===== src/rtl/regfile_sb.sv =====
// 31-entry register file (r0 hardwired to zero) with write-through bypass and a
// per-register busy scoreboard used by decode to stall on deferred results.
module regfile_sb #(
  parameter int WIDTH  = 32,
  parameter int BYPASS = 1
) (
  input  logic             clk,
  input  logic             clrn,
  input  logic [4:0]       rna,
  input  logic [4:0]       rnb,
  output logic [WIDTH-1:0] qa,
  output logic [WIDTH-1:0] qb,
  input  logic             we,
  input  logic [4:0]       wn,
  input  logic [WIDTH-1:0] d,
  input  logic             iss,
  input  logic [4:0]       iss_rn,
  output logic             busy_a,
  output logic             busy_b,
  output logic             stall
);

  localparam logic BYP = (BYPASS != 0);

  logic [WIDTH-1:0] word [32];
  logic [31:0]      sb;

  assign word[0] = '0;
  assign sb[0]   = 1'b0;

  // Each register owns its data and busy bit; an issue to the same register
  // as a write-back in one cycle leaves it busy because the set is applied last.
  for (genvar gi = 1; gi < 32; gi++) begin : g_reg
    logic [WIDTH-1:0] data_reg;
    logic [WIDTH-1:0] data_next;
    logic             busy_reg;
    logic             busy_next;

    always_comb begin
      data_next = data_reg;
      busy_next = busy_reg;
      if (we && (wn == 5'(gi))) begin
        data_next = d;
        busy_next = 1'b0;
      end
      if (iss && (iss_rn == 5'(gi))) begin
        busy_next = 1'b1;
      end
    end

    always_ff @(posedge clk or negedge clrn) begin
      if (!clrn) begin
        data_reg <= '0;
        busy_reg <= 1'b0;
      end else begin
        data_reg <= data_next;
        busy_reg <= busy_next;
      end
    end

    assign word[gi] = data_reg;
    assign sb[gi]   = busy_reg;
  end

  logic [4:0]       rn   [2];
  logic [WIDTH-1:0] q    [2];
  logic             busy [2];

  assign rn[0] = rna;
  assign rn[1] = rnb;

  // A write landing this cycle both supplies the data and resolves the hazard.
  for (genvar gi = 0; gi < 2; gi++) begin : g_rd
    logic hit;

    always_comb begin
      hit      = BYP && we && (wn == rn[gi]);
      q[gi]    = '0;
      busy[gi] = 1'b0;
      if (rn[gi] != 5'd0) begin
        q[gi]    = hit ? d : word[rn[gi]];
        busy[gi] = sb[rn[gi]] && !hit;
      end
    end
  end

  assign qa     = q[0];
  assign qb     = q[1];
  assign busy_a = busy[0];
  assign busy_b = busy[1];
  assign stall  = busy[0] | busy[1];

endmodule

===== config.mk =====
export PLATFORM = sky130hd
export DESIGN_NAME = regfile_sb
export DESIGN_NICKNAME = d
export VERILOG_FILES = /design/src/rtl/regfile_sb.sv
export SDC_FILE = /design/constraint.sdc
export NUM_CORES = 2
export LEC_CHECK = 0
export ABC_AREA = 1
export BUFFER_PORTS_ARGS = -buffer_cell sky130_fd_sc_hd__buf_2
export CELL_PAD_IN_SITES_DETAIL_PLACEMENT = 1
export CELL_PAD_IN_SITES_GLOBAL_PLACEMENT = 1
export CORE_AREA = 2 2 333 581
export CTS_BUF_LIST = sky130_fd_sc_hd__clkbuf_8
export DETAILED_ROUTE_END_ITERATION = 10
export DIE_AREA = 0 0 335 583
export GPL_ROUTABILITY_DRIVEN = 0
export HOLD_SLACK_MARGIN = 0.1
export PLACE_DENSITY_LB_ADDON = 0.1
export SYNTH_ARGS = -nofsm -noshare
export SYNTH_HDL_FRONTEND = slang
export SYNTH_SLANG_ARGS = --single-unit

===== constraint.sdc =====
create_clock -name clk -period 3.95 [get_ports clk]
set_input_delay 0.1975 -clock clk [delete_from_list [all_inputs] [get_ports clk]]
set_output_delay 0.1975 -clock clk [all_outputs]
set_load 0.01 [all_outputs]

**Yosys cells after proc, flatten, opt, wreduce, memory -nomap -nowiden**

Index checks and enable logic that the tools add are counted.

- Bits in registers: 1023
- Bits of input ports: 56
- Output and inout port bits: 67
- Logic and storage cells: 312

- Magnitude comparators: 4
- Eq/ne operators: 64
- Multiplexer cells: 78
- Bitwise gates (word level): 3
- Reduce and logical (&&, ||, !) cells: 101

Operators with widths:

| operator | count |
|---|---|
| $bmux 32 s5 | 2 |
| $mux 32 | 8 |
| $eq 5x5->1 const B | 32 |
| $eq 5x4->1 const B | 16 |
| $logic_and 1x1->1 | 66 |
| $mux 1 | 66 |
| $reduce_bool 2->1 | 31 |
| $eq 5x3->1 const B | 8 |
| $eq 5x2->1 const B | 4 |
| $ge 6x6->1 const B | 2 |
| $lt 5x6->1 const B | 2 |
| $not 5->6 | 2 |
| $bmux 1 s5 | 2 |
| $eq 5x1->1 const B | 2 |
| $eq 5x5->1 | 2 |
| $reduce_bool 5->1 | 2 |
| $logic_not 1->1 | 2 |
| $or 1x1->1 | 1 |

**Longest topological paths before layout**

- Word-level depth: 6
- Depth in mapped cells: 14
- Gate-level depth less buffers: 11

**Least setup slack after synthesis**

No wires, ideal clock.

- Path type: input port to output port
- From: in rna[0]
- To: out qa[30]
- Data arrival time: 1.410 ns
- Setup slack: 2.342 ns
- Cell stages on the path: 10
- Buffers on the path: 3
- Path through: buf_6 inv_4 buf_6 nor2_1 nor3_2 nand4_2 inv_2 buf_4 nand2_1 a21oi_1

- Word-level cells in the longest chain between the ends: 6
- Elaborated cells on any way between the ends: 9
- Classes of those cells: 1 x eq/ne; 5 x mux; 1 x bitwise; 2 x reduce/logical

Ends and longest elaborated chain:

| what | line | text |
|---|---|---|
| start, declared | 9 | `input logic [4:0] rna,` |
| $not 5->6 (implied by the code) | 81 | `q[gi] = hit ? d : word[rn[gi]];` |
| $bmux 32 s5 | 81 |  |
| $mux 32 (implied by the code) (2 in a row) | 81 |  |
| $mux 32 | 81 |  |
| $mux 32 (*) | 80 | `if (rn[gi] != 5'd0) begin` |
| end, declared | 11 | `output logic [WIDTH-1:0] qa,` |

Mark *: on every way between the ends. The rest lies on a longest branch, timed or not. The select of a mux whose other input is x is not followed.

**Worst setup path in the final report**

- From: in wn[1]
- To: out qa[30]

- Word-level cells in the longest chain between the ends: 4

Ends and longest elaborated chain:

| what | line | text |
|---|---|---|
| start, declared | 14 | `input logic [4:0] wn,` |
| $eq 5x5->1 | 77 | `hit = BYP && we && (wn == rn[gi]);` |
| $logic_and 1x1->1 | 77 |  |
| $mux 32 | 81 |  |
| $mux 32 | 80 |  |

Every way passes these cells.

==> flow_summary.yaml <==
clock_tree:
  cts_max_level: 4
  cts_setup_buffers: 0
  cts.sinks: 1023
  path_clk_slew_ns: 0.07
  numCtsBuffers: 186
  root_buffer: "clkbuf_8"
  max-clock-path-buffers: 4
  cts_tree: "built"
  cts_resized: 0
  clk_latency_ns: 0.93
synth:
  yosysSeqAreaShare_pct: 45.0
  syn_area_per_cell_sq_um: 7.22
  syn_area_sq_mm: 0.0568
  syn-num-nets: 7926
  yosysMostFrequentCell: "nand2_1"
  postSynthCellCount: 7870
  synthFlopType: "dfrtp_1"
  ys_ff_latch: 1023
  yosys.area.top_type: "dfrtp_1"
  synth_cell_types: 35
  yosys-top-cells-area: "dfrtp_1 (45%), nand2_1 (14%), o21ai_0 (11%)"
  synthTopCellsByCount: "nand2_1 (2,122), o21ai_0 (1,206), dfrtp_1 (1,023), nand3_1 (697), inv_1 (487)"
  ys_async_sr_fraction_pct: 100
  synth_top_area_share_pct: 45.0
  yosys_warnings: 0
  synth_enable_flop_cells: 0
status:
  status: "completed"
timing:
  drv_slew: 0
  skew_ns: 0
  setup_tns_ns: 0
  tightest_slew_ns: 1.27
  timing.hold.ws_ns: 0.226
  final-setup-viol-count: 0
  min_period_ns: 3.38
  finalCritPeriodShare_pct: 85.5
  fmax_mhz: 296
  rsz0062_at_grt: "no"
  hold_viol_final: 0
  relSlewSlack_pct: 15.2
cells_and_area:
  layout.nets: 7784
  layout-drive-gt1-share_pct: 8.61
  area_growth_pct: 12.7
  largest_reg_flops: 992
  fin_cells: 10300
  fin_area_sq_mm: 0.0640
routing:
  drc: 0
  viasPerCell: 5.63
  vias: 58100
  drtIter0Drc: 4555
  drt_wl_total_um: 309000
  drtAntennaViolNets: 0
  wl_per_cell_um: 29.9
  drtPass1Iterations: 6
grt:
  gr-usage-all-layers_pct: 31.2
  grt_pass1_vias: 60000
  overflow: 0
  antenna_found_initial: 18
  grt_start_max_net_pins: 108
  grt_pass1_wl_um: 442000
job:
  maxCapViolations: 0
setup_path:
  crit_chain: "dlygate4sd3_1 > buf_2 > inv_2 > nor2_1 > nor3_1 > nand4_2 > inv_2 > nand2_1 > a21oi_1 > buf_2"
  worst-path-max-fanout: 14
  r2r_cells: 3
  crit_required_ns: 3.75
  critical_path.startpoint_type: "input pin"
  worstSetupPathType: "input pin to output pin"
  timing.critical_path.to_type: "output pin"
  critPathMaxStageDelay_ns: 0.62
  startpoint: "wn[1]"
  critPathCapture: "qa[30]"
  critPathArrivalTime_ns: 3.18
  r2r_setup_slack_ns: 2.69
  r2r_end: "g_reg[16].busy_reg"
  timing.rr.start: "g_reg[16].busy_reg"
  cp_slowest_cell: "inv_2"
floorplanning:
  start_util_pct: 29.8
  dieArea_sq_mm: 0.195
  row_count: 212
  die_h_um: 583
  die_w_um: 335
  ios: 123
  core_area_sq_mm: 0.190
place:
  place_area_sq_mm: 0.0598
  dp.cells: 9941
  port-buffer-count: 122
  dpl.hpwl_um: 177000
pwr:
  power.density_mw_per_mm2: 487
  power.leakage_nw: 28.6
  peakVddDrop_mv: 0.254
  power_mw: 31.2
min_path:
  holdCritPathClass: "input pin to flop"
## layout make-up
cell class | count | area, sq um
fillers | 23300 | 126000
multi-input cells | 5617 | 26300
flip-flops and latches | 1023 | 25600
repair buffers | 363 | 3390
clock buffers | 237 | 3260
well taps | 2461 | 3080
inverters | 537 | 2080
clock inverters | 74 | 358
diodes | 11 | 27.5
## what timing repair did
| item | in CTS | in global routing |
|---|---|---|
| endpoints found under the setup margin | 0 | 0 |
| endpoints found under the hold margin | 1231 | 0 |
| hold buffers | 60 | 0 |
## worst min path at each step
stage | from | end | slack [ns] | cells after the start
2_1_floorplan | clrn | g_reg[10].busy_reg | -0.1 | 0
4_1_cts | wn[4] | g_reg[16].data_reg[30] | 0.13 | 5
3_3_place_gp | clrn | g_reg[9].data_reg[14] | 0.26 | 1
6_report | wn[4] | g_reg[16].data_reg[30] | 0.23 | 5
5_1_grt | wn[4] | g_reg[16].data_reg[30] | 0.22 | 5
3_5_place_dp | clrn | g_reg[9].data_reg[14] | 0.28 | 1
## per-layer routing
layer / GRT usage, % / part of all wire (%) / vias up / routed length (um)
met5: 0 / 0.021 / - / 64
met4: 15.0 / 5.4 / 10 / 16600
met3: 4.24 / 5.1 / 699 / 15800
met2: 53.9 / 49 / 1834 / 151000
met1: 38.1 / 41 / 29800 / 126000
li1: - / - / 25800 / -
## stage by stage
| stage | util [%] | worst slack [ns] |
|---|---|---|
| 2_1_floorplan | - | 2.34 |
| 3_3_place_gp | 31.4 | 0.786 |
| 6_report | 33.6 | 0.571 |
| 5_1_grt | 33.6 | 0.555 |
| 4_1_cts | 33.6 | 0.686 |
| 3_5_place_dp | 31.4 | 0.800 |
## cell families (layout without fill, tap and decap cells)
kind of cell	count (synthesis)	in the layout	synth area share, %
xor gates and xnor gates	3	3	0.0462
AOI/OAI and AO/OA	2217	2217	21.3
other	0	11	0
and+or+nand+nor	3397	3397	24.6
buffers and inverters	1230	1211	8.96
DFF	1023	1023	45.0
## power by group
part | internal [mW] | total (mW) | switching (mW)
combinational | 2.18 | 6.74 | 4.56
clock | 5.46 | 10.5 | 5.06
sequential | 12.6 | 14.0 | 1.31
total | 20.3 | 31.2 | 10.9
## layout by cell type (no fill, tap or decap), types with 13 or more instances in the layout
cell type	n
a21oi_1	403
a22oi_1	74
a31oi_1	13
buf_12	59
buf_2	112
buf_4	126
clkbuf_8	237
clkinv_2	29
dfrtp_1	1023
dlygate4sd3_1	59
inv_1	535
inv_2	37
nand2_1	2120
nand3_1	696
nand4_1	53
nor2_1	453
nor2_4	29
nor3_1	15
o211ai_1	260
o21ai_0	1206
o21ai_1	212
o221ai_1	22
or2_2	14
## critical path: cells and delay by family
kind | cells | cell delay, ns
AO/OA/AOI/OAI | 1 | 0.51
buffers and inverters | 5 | 1.78
AND/OR/NAND/NOR | 4 | 0.67
No activity file was read; power rests on OpenSTA's default activity.
